## config.mk

```make
export PLATFORM = sky130hd
export DESIGN_NAME = mac_accumulate
export DESIGN_NICKNAME = d
export VERILOG_FILES = /design/src/rtl/mac_accumulate.sv
export SDC_FILE = /design/constraint.sdc
export NUM_CORES = 1
export LEC_CHECK = 0
export BUFFER_PORTS_ARGS = -buffer_cell sky130_fd_sc_hd__buf_2
export CAP_MARGIN = 20
export CORE_MARGIN = 2
export CORE_UTILIZATION = 35
export DETAILED_ROUTE_END_ITERATION = 10
export PLACE_DENSITY_LB_ADDON = 0.1
export REMOVE_ABC_BUFFERS = 1
export SETUP_SLACK_MARGIN = 0.1
export SYNTH_ARGS = -nofsm -noshare
export SYNTH_HDL_FRONTEND = slang
export SYNTH_SLANG_ARGS = --single-unit
```

## constraint.sdc

```tcl
create_clock -name clk -period 5.7 [get_ports clk]
set_input_delay 0.285 -clock clk [delete_from_list [all_inputs] [get_ports clk]]
set_output_delay 0.285 -clock clk [all_outputs]
set_load 0.01 [all_outputs]
```

## src/rtl/mac_accumulate.sv

```systemverilog
// Frame-based multiply-accumulate front end for an external combinational 8x8 multiplier.
// Sums N_TERMS products per frame and presents the result on a valid/ready port.
module mac_accumulate #(
    parameter int unsigned N_TERMS = 8,
    parameter int unsigned ACC_W   = 24
) (
    input  logic             clk,
    input  logic             rst_n,
    input  logic             in_valid,
    output logic             in_ready,
    input  logic [7:0]       in_a,
    input  logic [7:0]       in_b,
    output logic [7:0]       mul_a,
    output logic [7:0]       mul_b,
    input  logic [15:0]      mul_p,
    output logic             out_valid,
    input  logic             out_ready,
    output logic [ACC_W-1:0] out_sum,
    output logic             out_ovf
);

    localparam int unsigned CNT_W = $clog2(N_TERMS + 1);
    localparam logic [CNT_W-1:0] LAST_CNT = CNT_W'(N_TERMS - 1);

    typedef enum logic [1:0] {
        StAcc,
        StLast,
        StOut
    } state_e;

    state_e           state;
    logic [CNT_W-1:0] cnt;
    logic [ACC_W-1:0] acc;
    logic             ovf_acc;
    logic             p_valid;
    logic             accept;
    logic [ACC_W:0]   sum_ext;

    assign in_ready = (state == StAcc);
    assign accept   = in_valid & in_ready;

    // Extra top bit of sum_ext is the carry out of the accumulator.
    assign sum_ext = {1'b0, acc} + (ACC_W + 1)'(mul_p);

    always_ff @(posedge clk) begin
        if (!rst_n) begin
            state     <= StAcc;
            cnt       <= '0;
            acc       <= '0;
            ovf_acc   <= 1'b0;
            p_valid   <= 1'b0;
            mul_a     <= '0;
            mul_b     <= '0;
            out_sum   <= '0;
            out_ovf   <= 1'b0;
            out_valid <= 1'b0;
        end else begin
            p_valid <= accept;
            if (accept) begin
                mul_a <= in_a;
                mul_b <= in_b;
            end

            unique case (state)
                StAcc: begin
                    if (p_valid) begin
                        acc     <= sum_ext[ACC_W-1:0];
                        ovf_acc <= ovf_acc | sum_ext[ACC_W];
                    end
                    if (accept) begin
                        if (cnt == LAST_CNT) begin
                            cnt   <= '0;
                            state <= StLast;
                        end else begin
                            cnt <= cnt + 1'b1;
                        end
                    end
                end
                StLast: begin
                    // Final product bypasses acc straight into the result register.
                    out_sum   <= sum_ext[ACC_W-1:0];
                    out_ovf   <= ovf_acc | sum_ext[ACC_W];
                    out_valid <= 1'b1;
                    acc       <= '0;
                    ovf_acc   <= 1'b0;
                    state     <= StOut;
                end
                StOut: begin
                    if (out_ready) begin
                        out_valid <= 1'b0;
                        state     <= StAcc;
                    end
                end
                default: state <= StAcc;
            endcase
        end
    end

endmodule
```

==> summary.md <==
| Metric | Value |
|---|---|
| Hold_buf cts | 0 |
| Pre-CTS setup slack | 3.05 ns |
| Fill cells | 1,106 |
| M1 WL | 5010 um |
| Max IR drop VDD | 0.149 mV |
| Worst-margin pin slew | 0.924 ns |
| Worst endpoint required time | 5.95 ns |
| Ys async rst share | 0% |
| Tot GR Track Use | 17.7% |
| Initial core utilization | 36.3% |
| Cell variety after synth | 65 |
| Routed length on met3 | 605 um |
| Largest net degree at the start of global routing | 36 |
| # diodes | 0 |
| Critical path class | reg2reg |
| RD Place Congestion | 0.792 |
| Worst setup endpoint | acc[10] |
| Startpoint types | flip-flop |
| Die area | 12,200 sq um |
| Max layer used | met4 |
| Max FO, Critical Path | 4 |
| Area occupied by multi-input gates | 2270 sq um |
| Sequential-to-total area share from yosys stat | 37.3% |
| Power Density | 281 nW/um^2 |
| Reg-to-reg startpoint | acc[0] |
| Commonest non-fill, non-tap cell in the layout | nand2_1 |
| Final setup vio count | 0 |
| Post-CTS sizing | 0 |
| Final Hold Fails | 0 |
| Via density | 5.33 |
| Final WS setup | 3.14 ns |
| Final net count | 604 |
| Final period util | 44.9% |
| Vias in the first global route | 3,574 |
| Synth Instances | 490 |
| 1st-pass router iterations | 4 |
| Routed len/inst | 15.2 um |
| Io pins | 79 |
| Register Area | 1480 sq um |
| Max Cap Viol | 0 |
| # Post-CTS Setup Buffers | 0 |
| Residual DRC count | 0 |
| FF+latch count, synth | 74 |
| CP arrival | 2.81 ns |
| Pins over their slew limit | 0 |
| Skew final | 0.00643 ns |
| Core area | 10,900 sq um |
| Antenna viol nets, final | 0 |
| Routed WL | 10,500 um |
| DR WL met2 | 4760 um |
| GR Overflow Total | 0 |
| Terminus of the critical flop-to-flop path | acc[10] |
| # clock sinks | 74 |
| R2R depth | 8 |
| Leakage power | 1.87 nW |
| Warnings from Yosys | 0 |
| Reg clk slew, reported paths | 0.06 ns |
| Longest Clk Path Bufs | 2 |
| Worst relative slew slack | 38.1% |
| Tmin final | 2.56 ns |
| Most frequent cells in the layout | 80 x nand2_1, 78 x buf_2, 74 x dfxtp_1 |
| Max H-tree Level | 3 |
| Detailed placement HPWL | 7170 um |
| Fraction of layout cells with a size suffix above 1 | 19.3% |
| TritonCTS buffer count | 9 |
| RSZ-0062 raised after global routing | no |
| Clock Latency Late Sink | 0.35 ns |
| First-pass GRT wire length | 17,600 um |
| Chip width | 111 um |
| Hold depth | 3 |
| Setup TNS | 0 ns |
| Top FF cell, synth | dfxtp_1 |
| Antenna violations before repair | 0 |
| Area grow syn2layout | 18.1% |
| Worst reg2reg setup slack | 3.14 ns |
| EDFF count, synth | 0 |
| Syn Area/Cell | 8.11 sq um |
| Hold WC Path Type | in2reg |
| Fmax achieved | 391 MHz |
| Outcome | finished, final reports clean |
| Iteration-0 DRC Markers | 179 |
| Worst setup startpoint | acc[0] |
| Die H | 111 um |
| Post-synthesis cell area | 3970 sq um |
| CTS root buf | clkbuf_16 |
| Vias | 3,707 |
| Port bufs | 78 |
| FP Rows | 38 |
| CTS tree | done |
| Kind of end point of the critical path | flip-flop |
[worst max-delay path, stage by stage (launching register included)]
cell      delay (ns)
dfxtp_1         0.32
ha_1            0.20
fa_1            0.43
a211oi_1        0.40
o21ai_2         0.16
a21oi_1         0.39
xnor2_1         0.21
nand2_1         0.10
a221oi_1        0.26
[cell type report]
type / instances / area share (%)
multi-input cells: 375 / 48.5
flip-flops and latches: 74 / 31.6
repair buffers: 81 / 8.80
clock buffers: 11 / 5.39
well taps: 140 / 3.73
clock inverters: 5 / 1.33
inverters: 9 / 0.720
[where the power goes]
group	switching, mW	leakage (nW)	internal [mW]
combinational	0.106	1.12	0.0681
clock	0.236	0.148	0.364
sequential	0.0107	0.602	0.534
[cell families (layout without fill, tap and decap cells)]
group	after synthesis	count (layout)	share of synthesized area, %
AO/OA/AOI/OAI	157	157	25.4
multiplexers	1	1	0.252
adder cells (fa/ha/maj)	18	18	5.86
XOR/XNOR	17	17	3.75
AND/OR/NAND/NOR	182	182	21.9
buffers and inverters	41	106	5.54
flip-flops	74	74	37.3
[metrics by stage]
stage / instance area (sq um) / total power, mW / utilization, % / hold WS (ns) / std cells
floorplan: 3790 / 0.674 / - / 0.421 / 458
global placement: 4380 / 0.728 / 40.0 / 0.439 / 679
detailed placement: 4380 / 0.730 / 40.0 / 0.444 / 679
CTS: 4690 / 1.33 / 42.9 / 0.159 / 695
global route: 4690 / 1.38 / 42.9 / 0.171 / 695
finish: 4690 / 1.32 / 42.9 / 0.171 / 695
[how the worst min path moves through the flow]
stage | from | end | slack [ns]
finish | in_b[2] | mul_b[2] | 0.17
floorplan | rst_n | out_valid | 0.42
CTS | in_b[2] | mul_b[2] | 0.16
detailed placement | mul_a[2] | mul_a[2] | 0.44
global route | in_a[2] | mul_a[2] | 0.17
global placement | mul_a[7] | mul_a[7] | 0.44
[sequential cells by signal (all words and copies together), names as in the netlist]
register / count
p_valid: 1
state: 2
out_ovf: 1
mul_b: 8
mul_a: 8
ovf_acc: 1
out_sum: 24
cnt: 4
out_valid: 1
acc: 24
[per-layer routing]
layer  track usage [%]  vias up
met5                 0        -
met4              8.08        0
li1                  -     1906
met1              23.6     1701
met3              4.23       10
met2              27.2       90
[synthesized netlist by cell type (3+ instances only)]
cell	instances	area share, %
nor2_1	31	2.9
or4_1	4	0.76
ha_1	17	5.4
nand4b_1	4	0.88
buf_6	3	0.85
inv_1	8	0.76
o31ai_1	4	0.76
o21ai_1	3	0.38
nand2_1	80	7.6
or3_1	8	1.3
a211oi_1	7	1.3
nor4_1	3	0.47
o31a_1	4	0.88
a221oi_1	5	1.1
a21oi_1	59	7.4
and3_1	5	0.79
clkbuf_1	19	1.8
nor3_1	6	0.76
o21bai_1	3	0.57
a22oi_1	5	0.94
nand4_1	6	0.94
nor3b_1	3	0.57
dfxtp_1	74	37
and2_1	3	0.47
a21o_1	7	1.3
xor2_1	4	0.88
o21a_1	3	0.57
nand3_1	20	2.5
xnor2_1	13	2.9
o211ai_1	3	0.57
clkbuf_8	3	1.0
a31oi_1	4	0.63
o21ai_0	26	3.3
No activity file was read; power rests on OpenSTA's default activity.
